==> src/rtl/capture_ctrl_if.sv <==
// capture_ctrl_if
//  Buffer-side bus of the ADC capture sequencer: write strobe/address/select
//  toward the ping-pong buffer RAMs plus the host read-ownership handshake.
//  Signals:
//    buf_wr_en    write strobe to buffer buf_wr_sel (1-clk pulse)
//    buf_wr_addr  write address, valid with buf_wr_en
//    buf_wr_sel   buffer currently being written
//    rd_sel       buffer the host reads, always ~buf_wr_sel
//    ready        a completed, unread frame sits in rd_sel
//    host_lock    host is reading the rd_sel buffer
//  Modports: master = sequencer, slave = buffer/register-file side.
interface capture_ctrl_if #(
  parameter int ADDR_W = 10
) ();
  logic              buf_wr_en;
  logic [ADDR_W-1:0] buf_wr_addr;
  logic              buf_wr_sel;
  logic              rd_sel;
  logic              ready;
  logic              host_lock;

  modport master (
    output buf_wr_en, buf_wr_addr, buf_wr_sel, rd_sel, ready,
    input  host_lock
  );

  modport slave (
    input  buf_wr_en, buf_wr_addr, buf_wr_sel, rd_sel, ready,
    output host_lock
  );
endinterface

==> src/rtl/capture_ctrl.sv <==
// capture_ctrl
//  Sequencer for the ping-pong ADC capture buffer. Arms on a comparator edge,
//  issues decimated write strobes/addresses, swaps buffers on frame
//  completion and arbitrates buffer ownership against the host read lock.
//  Ports:
//    clk, rst_n    system clock, asynchronous active-low reset
//    sample_vld    one-clk strobe per ADC sample (clk domain)
//    stable        front end stable; capture allowed only while 1
//    signal_in     asynchronous comparator input (2-FF synchronized here)
//    cfg_enable    continuous capture enable
//    cfg_edge      trigger edge: 0 rising, 1 falling
//    cfg_decim     keep 1 of (cfg_decim+1) samples
//    cfg_holdoff   sample strobes to wait after a frame before re-arming
//    ovr_clr       one-clk pulse clearing overrun
//    overrun       sticky: frame dropped or unread frame overwritten
//    frame_cnt     completed (swapped) frames, wraps
//    state_o       0 IDLE, 1 ARMED, 2 CAPTURE, 3 HOLDOFF
//    bus           buffer write / host handshake (master side)
module capture_ctrl #(
  parameter int ADDR_W    = 10,
  parameter int DECIM_W   = 8,
  parameter int HOLDOFF_W = 16,
  parameter int CNT_W     = 16
) (
  input  logic                 clk,
  input  logic                 rst_n,
  input  logic                 sample_vld,
  input  logic                 stable,
  input  logic                 signal_in,
  input  logic                 cfg_enable,
  input  logic                 cfg_edge,
  input  logic [DECIM_W-1:0]   cfg_decim,
  input  logic [HOLDOFF_W-1:0] cfg_holdoff,
  input  logic                 ovr_clr,
  output logic                 overrun,
  output logic [CNT_W-1:0]     frame_cnt,
  output logic [1:0]           state_o,
  capture_ctrl_if.master       bus
);

  typedef enum logic [1:0] {
    IDLE    = 2'd0,
    ARMED   = 2'd1,
    CAPTURE = 2'd2,
    HOLDOFF = 2'd3
  } state_t;

  localparam logic [ADDR_W-1:0] LAST_ADDR = '1;

  state_t               state, state_nx;
  logic                 sig_s1, sig_s2, sig_q;
  logic                 trig;
  logic                 run_ok;
  logic                 wr_go;
  logic [ADDR_W-1:0]    addr;
  logic [DECIM_W-1:0]   decim_cnt;
  logic [HOLDOFF_W-1:0] hold_cnt;
  logic                 wr_en_p1;
  logic [ADDR_W-1:0]    wr_addr_p1;
  logic                 wr_sel;
  logic                 ready_r;
  logic                 host_lock_q;
  logic                 frame_done;
  logic                 swap;
  logic                 lock_fall;

  assign run_ok = cfg_enable & stable;

  // sig_s2 vs sig_q gives the edge one clk after the synchronizer, so the
  // FSM reacts on the third clk after the pin change.
  assign trig = cfg_edge ? (~sig_s2 & sig_q) : (sig_s2 & ~sig_q);

  // Completion is acted on the cycle after the last write strobe so the
  // buffer select is still stable while that final write lands.
  assign frame_done = wr_en_p1 & (wr_addr_p1 == LAST_ADDR);
  assign swap       = frame_done & ~bus.host_lock;
  assign lock_fall  = host_lock_q & ~bus.host_lock;

  always_comb begin
    state_nx = state;
    wr_go    = 1'b0;
    case (state)
      IDLE: begin
        if (run_ok) state_nx = ARMED;
      end
      ARMED: begin
        if (!run_ok)   state_nx = IDLE;
        else if (trig) state_nx = CAPTURE;
      end
      CAPTURE: begin
        if (!run_ok) begin
          state_nx = IDLE;
        end else if (sample_vld && (decim_cnt == '0)) begin
          wr_go = 1'b1;
          if (addr == LAST_ADDR) state_nx = HOLDOFF;
        end
      end
      HOLDOFF: begin
        if (!run_ok)                       state_nx = IDLE;
        else if (hold_cnt == cfg_holdoff)  state_nx = ARMED;
      end
      default: state_nx = IDLE;
    endcase
  end

  // Stage p0 -> p1: state, counters, registered write strobe
  always_ff @(posedge clk or negedge rst_n) begin
    if (!rst_n) begin
      state      <= IDLE;
      sig_s1     <= 1'b0;
      sig_s2     <= 1'b0;
      sig_q      <= 1'b0;
      addr       <= '0;
      decim_cnt  <= '0;
      hold_cnt   <= '0;
      wr_en_p1   <= 1'b0;
      wr_addr_p1 <= '0;
    end else begin
      state    <= state_nx;
      sig_s1   <= signal_in;
      sig_s2   <= sig_s1;
      sig_q    <= sig_s2;
      wr_en_p1 <= wr_go;
      if (wr_go) wr_addr_p1 <= addr;

      if (state == ARMED && state_nx == CAPTURE) begin
        addr      <= '0;
        decim_cnt <= '0;
      end else if (state == CAPTURE && run_ok && sample_vld) begin
        decim_cnt <= (decim_cnt == cfg_decim) ? '0 : decim_cnt + DECIM_W'(1);
        if (decim_cnt == '0) addr <= addr + ADDR_W'(1);
      end
      if (state_nx == IDLE) addr <= '0;

      if (state != HOLDOFF)  hold_cnt <= '0;
      else if (sample_vld)   hold_cnt <= hold_cnt + HOLDOFF_W'(1);
    end
  end

  // Stage p1 -> p2: buffer swap, ready/overrun flags, frame counter
  always_ff @(posedge clk or negedge rst_n) begin
    if (!rst_n) begin
      wr_sel      <= 1'b0;
      ready_r     <= 1'b0;
      overrun     <= 1'b0;
      frame_cnt   <= '0;
      host_lock_q <= 1'b0;
    end else begin
      host_lock_q <= bus.host_lock;
      if (swap) begin
        wr_sel    <= ~wr_sel;
        frame_cnt <= frame_cnt + CNT_W'(1);
      end
      // A completion coincident with the lock release still sets ready.
      if (swap)           ready_r <= 1'b1;
      else if (lock_fall) ready_r <= 1'b0;
      // Dropped frame (locked) or recycled unread frame; set beats clear.
      if (frame_done && (bus.host_lock || ready_r)) overrun <= 1'b1;
      else if (ovr_clr)                             overrun <= 1'b0;
    end
  end

  assign bus.buf_wr_en   = wr_en_p1;
  assign bus.buf_wr_addr = wr_addr_p1;
  assign bus.buf_wr_sel  = wr_sel;
  assign bus.rd_sel      = ~wr_sel;
  assign bus.ready       = ready_r;
  assign state_o         = state;

endmodule

==> src/flat_wrapper.sv <==
// flat-port wrapper written by rule: the top's interface ports become plain ports
module capture_ctrl_flat 
#(
  parameter int ADDR_W    = 10,
  parameter int DECIM_W   = 8,
  parameter int HOLDOFF_W = 16,
  parameter int CNT_W     = 16
)
  (clk, rst_n, sample_vld, stable, signal_in, cfg_enable, cfg_edge, cfg_decim, cfg_holdoff, ovr_clr, overrun, frame_cnt, state_o, bus_buf_wr_en, bus_buf_wr_addr, bus_buf_wr_sel, bus_rd_sel, bus_ready, bus_host_lock);
  capture_ctrl_if #(.ADDR_W(ADDR_W)) bus_i ();
  input  logic clk;
  input  logic rst_n;
  input  logic sample_vld;
  input  logic stable;
  input  logic signal_in;
  input  logic cfg_enable;
  input  logic cfg_edge;
  input  logic [DECIM_W-1:0] cfg_decim;
  input  logic [HOLDOFF_W-1:0] cfg_holdoff;
  input  logic ovr_clr;
  output logic overrun;
  output logic [CNT_W-1:0] frame_cnt;
  output logic [1:0] state_o;
  output wire logic [$bits(bus_i.buf_wr_en)-1:0] bus_buf_wr_en;
  output wire logic [$bits(bus_i.buf_wr_addr)-1:0] bus_buf_wr_addr;
  output wire logic [$bits(bus_i.buf_wr_sel)-1:0] bus_buf_wr_sel;
  output wire logic [$bits(bus_i.rd_sel)-1:0] bus_rd_sel;
  output wire logic [$bits(bus_i.ready)-1:0] bus_ready;
  input wire logic [$bits(bus_i.host_lock)-1:0] bus_host_lock;
  assign bus_buf_wr_en = bus_i.buf_wr_en;
  assign bus_buf_wr_addr = bus_i.buf_wr_addr;
  assign bus_buf_wr_sel = bus_i.buf_wr_sel;
  assign bus_rd_sel = bus_i.rd_sel;
  assign bus_ready = bus_i.ready;
  assign bus_i.host_lock = bus_host_lock;
  capture_ctrl #(.ADDR_W(ADDR_W), .DECIM_W(DECIM_W), .HOLDOFF_W(HOLDOFF_W), .CNT_W(CNT_W)) u_core (.clk(clk), .rst_n(rst_n), .sample_vld(sample_vld), .stable(stable), .signal_in(signal_in), .cfg_enable(cfg_enable), .cfg_edge(cfg_edge), .cfg_decim(cfg_decim), .cfg_holdoff(cfg_holdoff), .ovr_clr(ovr_clr), .overrun(overrun), .frame_cnt(frame_cnt), .state_o(state_o), .bus(bus_i));
endmodule
==> config.mk <==
export PLATFORM = sky130hd
export DESIGN_NAME = capture_ctrl_flat
export DESIGN_NICKNAME = d
export VERILOG_FILES = /design/src/rtl/capture_ctrl_if.sv /design/src/rtl/capture_ctrl.sv /design/src/flat_wrapper.sv
export SDC_FILE = /design/constraint.sdc
export NUM_CORES = 1
export LEC_CHECK = 0
export CAP_MARGIN = 20
export CORE_ASPECT_RATIO = 1.2
export CORE_UTILIZATION = 40
export CTS_CLUSTER_DIAMETER = 80
export DETAILED_ROUTE_END_ITERATION = 12
export PLACE_DENSITY = 0.66
export SLEW_MARGIN = 20
export SYNTH_ARGS = -nofsm -noshare
export SYNTH_HDL_FRONTEND = slang
export SYNTH_SLANG_ARGS = --single-unit
==> constraint.sdc <==
create_clock -name clk -period 1.5 [get_ports clk]
set_input_delay 0.225 -clock clk [delete_from_list [all_inputs] [get_ports clk]]
set_output_delay 0.225 -clock clk [all_outputs]
set_load 0.02 [all_outputs]
==> impl_metrics.csv <==
group,metric,value,unit
synth,ys_seq_area_share,49.84,%
synth,synth_cell_type_count,48,
die,start_util,41.04,%
die,io_pins,66,
synth,synth_ff_type,"dfrtp_1",
power_and_ir_drop,ir_drop,505.8,uV
cts,cts.sinks,70,
synth,async_flop_share,100.0,%
route,routed.top_layer,"met4",
cts,cts_max_path_buffers,2,
die,fp.dieH,104.7,um
setup_path,critPathLaunchType,"flip-flop",
route,dr.pass1.iters,4,
setup_path,worstPathCellList,"inv_2 > ha_4 > nor4b_4 > nand4_4 > buf_12 > or3_4 > a21oi_2",
synth,ys_seq_elements,70,
timing,tightest_slew,0.3845,ns
die,dieArea,0.009167,mm2
power_and_ir_drop,p_int,2792,uW
timing,min_period,1.739,ns
route,wl_met3,263,um
grt,grt_max_degree,43,
grt,antenna_found_initial,0,
placed_design,gp_congestion,0.8122,
synth,yosys.area.top_type_share,49.84,%
placed_design,pre_cts_ws,-0.3775,ns
route,wl,8.589,mm
setup_path,max_stage_delay,0.41,ns
setup_path,slowest_stage,"dfrtp_1",
route,drc,0,
power_and_ir_drop,switchingPower,960.6,uW
timing,hold_viol_final,0,
setup_path,worstPathRequired,1.78,ns
grt,groute.usage.overall,20.35,%
run_status,outcome,"finished with violations",
route,met1_length,3.615,mm
route,drt_iter0_drc,96,
synth,synth-edff-count,0,
timing,fmax,575.0,MHz
cts,cts_tree,"built",
cts,clk_pin_slew,0.08,ns
flow_run,drv_cap,0,
placed_design,dp.cells,571,
synth,synthesis.nets,383,
synth,synth_top_cell_by_area,"dfrtp_1",
layout,final_util,62.31,%
die,core,0.008564,mm2
route,wl_met2,4.480,mm
synth,synth_common_cells,"dfrtp_1, nand2_1, xnor2_1",
cts,clock_latency,0.35,ns
cts,cts_max_level,3,
placed_design,place_hpwl,6.010,mm
synth,avgSynthCellArea,10.19,um2
die,row_count,37,
synth,synthCells,345,
route,vias_per_cell,5.005,
grt,grt_pass1_vias,3062,
cts,cts_buffers,9,
setup_path,arrival,2.02,ns
cts,cts.root.buffer_cell,"clkbuf_8",
synth,ys_warn_count,0,
power_and_ir_drop,p_clk_share,37.9,%
setup_path,cp_top_family,"simple AND/OR/NAND/NOR gates",
layout,drive_gt1_share,33.54,%
timing,finClkSkew,0.01065,ns
timing,fin_ws,-0.2392,ns
synth,synth.area.top_cells,"dfrtp_1, xnor2_1, nand2_1",
timing,relSlewSlack,74.29,%
route,routedWlPerCell,14.24,um
timing,hold_ws,0.3036,ns
setup_path,criticalPathCategory,"reg -> reg",
synth,netlist_area,0.003515,mm2
timing,setup_viol,39,
placed_design,io_buffers,65,
layout,area_growth,51.83,%
die,die_w,87.57,um
timing,final.period_utilization,115.9,%
layout,nNetsFinal,519,
route,vias,3018,
timing,slew_viol_final,0,
layout,stdcell_count,603,
hold_path,hp-class,"in -> async",
grt,overflow,0,
run_status,violations,"negative setup slack",
power_and_ir_drop,leakagePower,0.002457,uW
setup_path,endpoint_kind,"flip-flop",
power_and_ir_drop,power_density,703.2,mW/mm2
synth,synth.most_common_cell,"dfrtp_1",
grt,grt_pass1_wl,14.40,mm
timing,rsz0062_at_grt,"true",
route,ant_nets,0,
power_and_ir_drop,combPwrFrac,10.9,%
power_and_ir_drop,swShare,25.60,%
layout,fillers,744,
layout,antenna_cells,0,
setup_path,crit_path_max_fanout,7,
power_and_ir_drop,share_seq_of_total_power,51.2,%
setup_path,crit_buf_inv,2,
cell families (layout without fill, tap and decap cells):
logic type                 after synthesis  in the layout  share of synthesized area [%]
muxes                                    5              5                          1.531
adders and majority gates                5              5                          1.780
xor gates and xnor gates                58             58                          14.45
DFF                                     70             70                          49.84
buffers and inverters                   19            160                          2.420
and+or+nand+nor                        151            151                          23.71
AOI/OAI and AO/OA                       37             37                          6.266
final timing paths:
kind / startpoint / endpoint / slack, ns / cells after the start
max in group asynchronous: rst_n / u_core.state_o[1] / 0.61 / 3
worst min-delay path: rst_n / u_core.hold_cnt[3] / 0.30 / 2
worst min register to register: u_core.sig_s1 / u_core.sig_s2 / 0.36 / 0
worst max register to register: u_core.decim_cnt[0] / u_core.addr[3] / -0.24 / 7
worst max-delay path: u_core.decim_cnt[0] / u_core.addr[3] / -0.24 / 7
min in group clk: signal_in / u_core.sig_s1 / 0.31 / 1
through the flow:
step	TNS, ns	area, um2	total power, uW
floorplan	-1.381	3581	2086
global placement	-12.55	4751	2309
detailed placement	-13.64	4751	2317
CTS	-4.331	5124	3783
global route	-8.817	5336	3907
finish	-4.841	5336	3753
state kept, by name, indices dropped and copies added, names as in the netlist:
name / count
u_core.frame_cnt: 16
u_core.bus.ready: 1
u_core.state_o: 2
u_core.host_lock_q: 1
u_core.overrun: 1
u_core.bus.buf_wr_sel: 1
u_core.bus.buf_wr_en: 1
u_core.sig_q: 1
u_core.addr: 10
u_core.sig_s1: 1
u_core.decim_cnt: 8
u_core.sig_s2: 1
u_core.hold_cnt: 16
u_core.bus.buf_wr_addr: 10
power groups by stage:
stage          registers (uW)  clock network, uW  logic (uW)
3_5_place_dp             1960                  0         359
5_1_grt                  1920               1540         445
2_1_floorplan            1970                  0         117
4_1_cts                  1920               1450         410
3_3_place_gp             1960                  0         353
6_report                 1920               1420         410
metal layers:
layer | vias to the layer above | global-route usage (%)
li1 | 1466 | -
met1 | 1467 | 24.74
met2 | 68 | 34.10
met3 | 17 | 4.423
met4 | 0 | 9.016
met5 | - | 0
cell usage in the layout, fill, tap and decap left out, types with 10 or more instances in the layout:
cell type and instances:
dfrtp_1 57, xor2_1 14, clkdlybuf4s50_1 31, clkbuf_8 10, dlygate4sd2_1 32, nor2_1 25, dfrtp_2 13, buf_6 11
xnor2_1 37, nand4_1 20, buf_4 51, nand2_1 41
layout make-up:
type / count / area (um2) / share of cell area [%]
Clock buffer: 10 / 137.6 / 2.579
Clock inverter: 6 / 45.04 / 0.8441
Sequential cell: 70 / 1768 / 33.13
Tap cell: 117 / 146.4 / 2.743
Inverter: 11 / 46.29 / 0.8675
Timing Repair Buffer: 132 / 1197 / 22.44
Timing Repair inverter: 1 / 8.758 / 0.1641
Multi-Input combinational cell: 256 / 1987 / 37.23
what timing repair did:
action / in CTS / in global routing
resized for setup: 69 / 42
buffers inserted: 7 / 8
hold endpoints to repair: 10 / 0
hold buffers: 1 / 0
setup endpoints to repair: 72 / 54
cloned: 1 / 0
pin swaps: 27 / 42
No activity file was read; power rests on OpenSTA's default activity.
==> RTL edit 1: new RTL, same settings <==
Register the output `frame_cnt` once more, with the module's reset; this adds one clock of latency there. The other outputs are not delayed to match.
--- a/src/rtl/capture_ctrl.sv
+++ b/src/rtl/capture_ctrl.sv
@@ -48,2 +48,4 @@
   localparam logic [ADDR_W-1:0] LAST_ADDR = '1;
+
+  logic [CNT_W-1:0] frame_cnt_s0;
 
@@ -145,3 +147,3 @@
       overrun     <= 1'b0;
-      frame_cnt   <= '0;
+      frame_cnt_s0 <= '0;
       host_lock_q <= 1'b0;
@@ -151,3 +153,3 @@
         wr_sel    <= ~wr_sel;
-        frame_cnt <= frame_cnt + CNT_W'(1);
+        frame_cnt_s0 <= frame_cnt_s0 + CNT_W'(1);
       end
@@ -169,2 +171,10 @@
 
+  always_ff @(posedge clk or negedge rst_n) begin
+    if (!rst_n) begin
+      frame_cnt <= '0;
+    end else begin
+      frame_cnt <= frame_cnt_s0;
+    end
+  end
+
 endmodule
Behaviour: no difference found for any inputs over 10 cycles, from zero or initial values and one cycle with rst_n low; that may be too few to reach the edited logic, so the function may still have changed.
==> RTL edit 1 against the original RTL <==
The flow still finishes with violations (setup timing). Sequential share of layout area increased by 2.8 points. Design area increased by 12%. Routed wire length increased by 7.2%. Sequential power increased by 23%. Setup slack got worse by 26 ps. Count of clock-buffer cells in the layout decreased by 1. First-iteration DRC count decreased by 49%. Clock power increased by 52%. Global-route usage decreased by 1.3 points. Sequential cell count increased by 16. Power increased by 34%. Area after synthesis increased by 14%. Critical endpoint is now u_core.decim_cnt[5]. Largest cell class is now flip-flops and latches. Largest power group unchanged.
==> RTL edit 1: results (changes against the original RTL) <==
Run status
  – Status: finished, violations left
  – Failing checks: setup timing

Logic synthesis
  – Syn_area_per_cell: 11.3 um2 (+11%)
  – Yosys cell types: 45 (-6.3%)
  – Netlist Area Pre-Place: 4000 um2 (+14%)
  – Syn Nets: 393 (+2.6%)
  – Sequential area share after synthesis: 0.538 (+0.0393)
  – Commonest cells in the netlist: dfrtp_1 (86), xnor2_1 (48), nor2_1 (25), nand4_1 (21), nand2_1 (19)

Setup path
  – CP top delay family: compound AO/OA/AOI/OAI gates
  – Critical-path maximum fanout: 6 (-1)
  – Arr. time, crit path: 1990 ps (-30 ps)

Layout
  – Fill cells: 763 (+2.6%)
  – Final non-filler cell total: 631 (+4.6%)
  – Seq_cells: 86 (+23%)
  – Share of cells above drive strength 1: 0.333 (-0.00271)
  – Fraction of area in registers: 0.360 (+0.0282)
  – Non-CTS buffers: 145 (+9.8%)
  – Multi-In Gates: 249 (-2.7%)
  – Clkbuf count: 9 (-1)

Clocking
  – Clock Tree Root: clkbuf_16
  – Post-CTS setup repair buffer count: 5 (-2)

Placement
  – Detailed Place HPWL: 6.39 mm (+6.3%)
  – GPL Wtd Cong: 0.797 (-1.9%)
  – Pre-CTS WS: -605 ps (-227 ps)

Drt
  – Metal1 wirelength: 3.99 mm (+10%)
  – Via count: 3189 (+5.7%)
  – DR WL met3: 436 um (+66%)

Global route
  – Number of global-route vias before repair: 3353 (+9.5%)
  – First-pass GRT wire length: 15.6 mm (+8.0%)
  – Global Route met3 Usage: 0.0533 (+0.00904)
  – Met1 Use GR: 0.243 (-0.00457)
  – Total track usage: 0.191 (-0.0128)

Power
  – LEAKAGE: 2.84 nW (+16%)

Min path
  – Hold crit path type: primary input to flip-flop

STA
  – # setup viols final: 43 (+10%)
  – Setup ws final: -265 ps (-25.8 ps)
  – Skew final: 8.65 ps (-2.00 ps)
  – Slew headroom: 0.701 (-0.0421)
-- RTL edit 1: path summary, 6_finish.rpt --
kind                          startpoint                   endpoint  slack [ps]  depth (start not counted)
setup / recovery            u_core.sig_q        u_core.decim_cnt[5]        -260                          5
hold / removal                 signal_in              u_core.sig_s1         320                          1
setup reg to reg            u_core.sig_q        u_core.decim_cnt[5]        -260                          5
hold reg to reg            u_core.sig_s1              u_core.sig_s2         360                          0
max in group asynchronous          rst_n     u_core.frame_cnt_s0[2]         610                          3
min in group asynchronous          rst_n  u_core.bus.buf_wr_addr[3]         380                          2
-- RTL edit 1: kinds of logic after synthesis --
logic type | Yosys count | synth area share
AO/OA/AOI/OAI | 42 | 0.0728
XOR/XNOR | 58 | 0.127
adder cells (fa/ha/maj) | 5 | 0.0156
buffers and inverters | 20 | 0.0231
flip-flops | 86 | 0.538
multiplexers | 10 | 0.0278
AND/OR/NAND/NOR | 134 | 0.196
==> RTL edit 2: new RTL, same flow settings <==
Without the edit above. `CNT_W` is set to 16 in 2 places; all go to 20.
--- a/src/rtl/capture_ctrl.sv
+++ b/src/rtl/capture_ctrl.sv
@@ -22,3 +22,3 @@
   parameter int HOLDOFF_W = 16,
-  parameter int CNT_W     = 16
+  parameter int CNT_W     = 20
 ) (
--- a/src/flat_wrapper.sv
+++ b/src/flat_wrapper.sv
@@ -6,3 +6,3 @@
   parameter int HOLDOFF_W = 16,
-  parameter int CNT_W     = 16
+  parameter int CNT_W     = 20
 )
Ports: changed (resized frame_cnt); port bits go from 66 to 70. The function was not compared with the original's and may differ.
==> RTL edit 2 against the original RTL <==
The run still ends with setup timing left. Non-clock buffer count rose by 12. Design area rose by 5.0%. First-iteration DRC count rose by 86%. Routed wire length rose by 8.4%. Sequential cell count rose by 4. Area after synthesis rose by 7.9%. Hold slack got worse by 7.9 ps. Setup slack got worse by 530 ps. Via count rose by 11%. Power rose by 6.2%. Sequential share of layout area barely moved. Largest cell class unchanged. Largest power group unchanged.
==> RTL edit 2: results (changes against the original RTL) <==
STA
  – # setup viols final: 28 (-28%)
  – Setup ws final: -774 ps (-535 ps)
  – Skew final: 10.7 ps (+0.0468 ps)
  – Tightest hold margin: 296 ps (-7.90 ps)
  – Worst-Margin Slew: 398 ps (+13.6 ps)
  – Final setup TNS: -14180 ps (-9340 ps)

Layout
  – Final non-filler cell total: 636 (+5.5%)
  – Count of nets after finishing: 549 (+5.8%)
  – Fill cells: 750 (+0.81%)
  – Largest registers: u_core.frame_cnt: 20 flops, u_core.hold_cnt: 16 flops
  – Share of cells above drive strength 1: 0.264 (-0.0718)

Placement
  – Placed Instances: 606 (+6.1%)
  – GPL Wtd Cong: 0.807 (-0.66%)
  – Pre-CTS WS: -729 ps (-351 ps)
  – Detailed Place HPWL: 6.27 mm (+4.4%)
  – Placed Area: 5080 um2 (+7.0%)
  – Port Buffers: 69 (+6.2%)

Run status
  – Failing checks: setup timing
  – Status: finished, violations left

Drt
  – Metal1 wirelength: 4.01 mm (+11%)
  – DR WL met3: 409 um (+56%)
  – DR WL met2: 4.67 mm (+4.2%)
  – Iter 0 DRT Violations: 179 (+86%)
  – Final wirelength: 9.31 mm (+8.4%)
  – DR top layer: met4
  – Via count: 3344 (+11%)

Setup path
  – Crit path largest cell delay: 490 ps (+80 ps)
  – Critical-path maximum fanout: 6 (-1)
  – Crit path from: u_core.decim_cnt[1]
  – Arr. time, crit path: 2560 ps (+540 ps)
  – RR Endpoint: u_core.addr[5]
  – Worst path slowest cell: or4_4

Logic synthesis
  – Syn Nets: 410 (+7.0%)
  – Area contributors post-synth: dfrtp_1 (49%), xnor2_1 (11%), nand4_1 (3.6%)
  – Syn_area_per_cell: 10.2 um2 (about the same)
  – Sequential area share after synthesis: 0.488 (-0.0101)
  – Yosys cell types: 41 (-15%)
  – Commonest cells in the netlist: dfrtp_1 (74), xnor2_1 (48), nand3_1 (22), nand4_1 (22), nand2_1 (21)

Power
  – VDD IR max: 761 uV (+51%)
  – LEAKAGE: 2.61 nW (+6.1%)

Clocking
  – Clk_lat worst skew: 360 ps
  – Clock buffers created by TritonCTS: 9 (unchanged)

Global route
  – Met2 usage: 0.313 (-0.0282)
  – Total track usage: 0.193 (-0.0110)
  – Number of global-route vias before repair: 3161 (+3.2%)
  – First-pass GRT wire length: 14.9 mm (+3.6%)
  – Met1 Use GR: 0.246 (-0.00136)
  – Largest net degree at the start of global routing: 75 (+74%)
  – Global Route met3 Usage: 0.0425 (-0.00170)

Min path
  – Hold crit path type: primary input to flip-flop
  – WHS Endpoint: u_core.sig_s1
-- RTL edit 2: cell types whose count changed in the layout (fill, tap and decap cells not counted), moves of 9 or more --
cell	delta
nand2_1	-20
buf_4	+17
buf_6	-9
dfrtp_1	+13
dfrtp_2	-9
xnor2_1	+9
nand3_1	+12
-- RTL edit 2: kinds of logic (layout without fill, tap and decap cells) --
group                    Yosys count  count (layout)  synth area share
AO/OA/AOI/OAI                     42              42            0.0696
XOR/XNOR                          58              58             0.134
adder cells (fa/ha/maj)            5               5            0.0165
buffers and inverters             32             176            0.0330
flip-flops                        74              74             0.488
multiplexers                      15              15            0.0429
AND/OR/NAND/NOR                  146             146             0.216
-- RTL edit 2: cell type report --
class | instances | area [um2] | share of cell area
clock buffers | 12 | 165 | 0.0295
clock inverters | 4 | 48.8 | 0.00871
inverters | 16 | 60.1 | 0.0107
multi-input cells | 266 | 2050 | 0.366
flip-flops and latches | 74 | 1860 | 0.331
well taps | 120 | 150 | 0.0268
repair buffers | 144 | 1270 | 0.227
-- RTL edit 2: worst max-delay path: cells and delay by family (launching register included) --
family	cells	cell delay, ps
AO/OA/AOI/OAI	1	140
adder cells (fa/ha/maj)	1	130
buffers and inverters	2	260
flip-flops	1	410
AND/OR/NAND/NOR	3	1250
-- RTL edit 2: power by group --
part / total [mW] / internal [mW] / switching [mW] / leakage (nW)
combinational: 0.290 / 0.157 / 0.132 / 1.51
clock: 1.68 / 0.902 / 0.780 / 0.112
sequential: 2.01 / 2.01 / 0.00779 / 0.981
-- RTL edit 2: repair_timing --
| item | in CTS | in global routing |
|---|---|---|
| endpoints found under the setup margin | 80 | 51 |
| resized for setup | 51 | 29 |
| gates cloned | 1 | 2 |
| pin swaps | 8 | 22 |
| endpoints found under the hold margin | 74 | 0 |
| setup buffers | 4 | 8 |
| hold buffers | 1 | 0 |
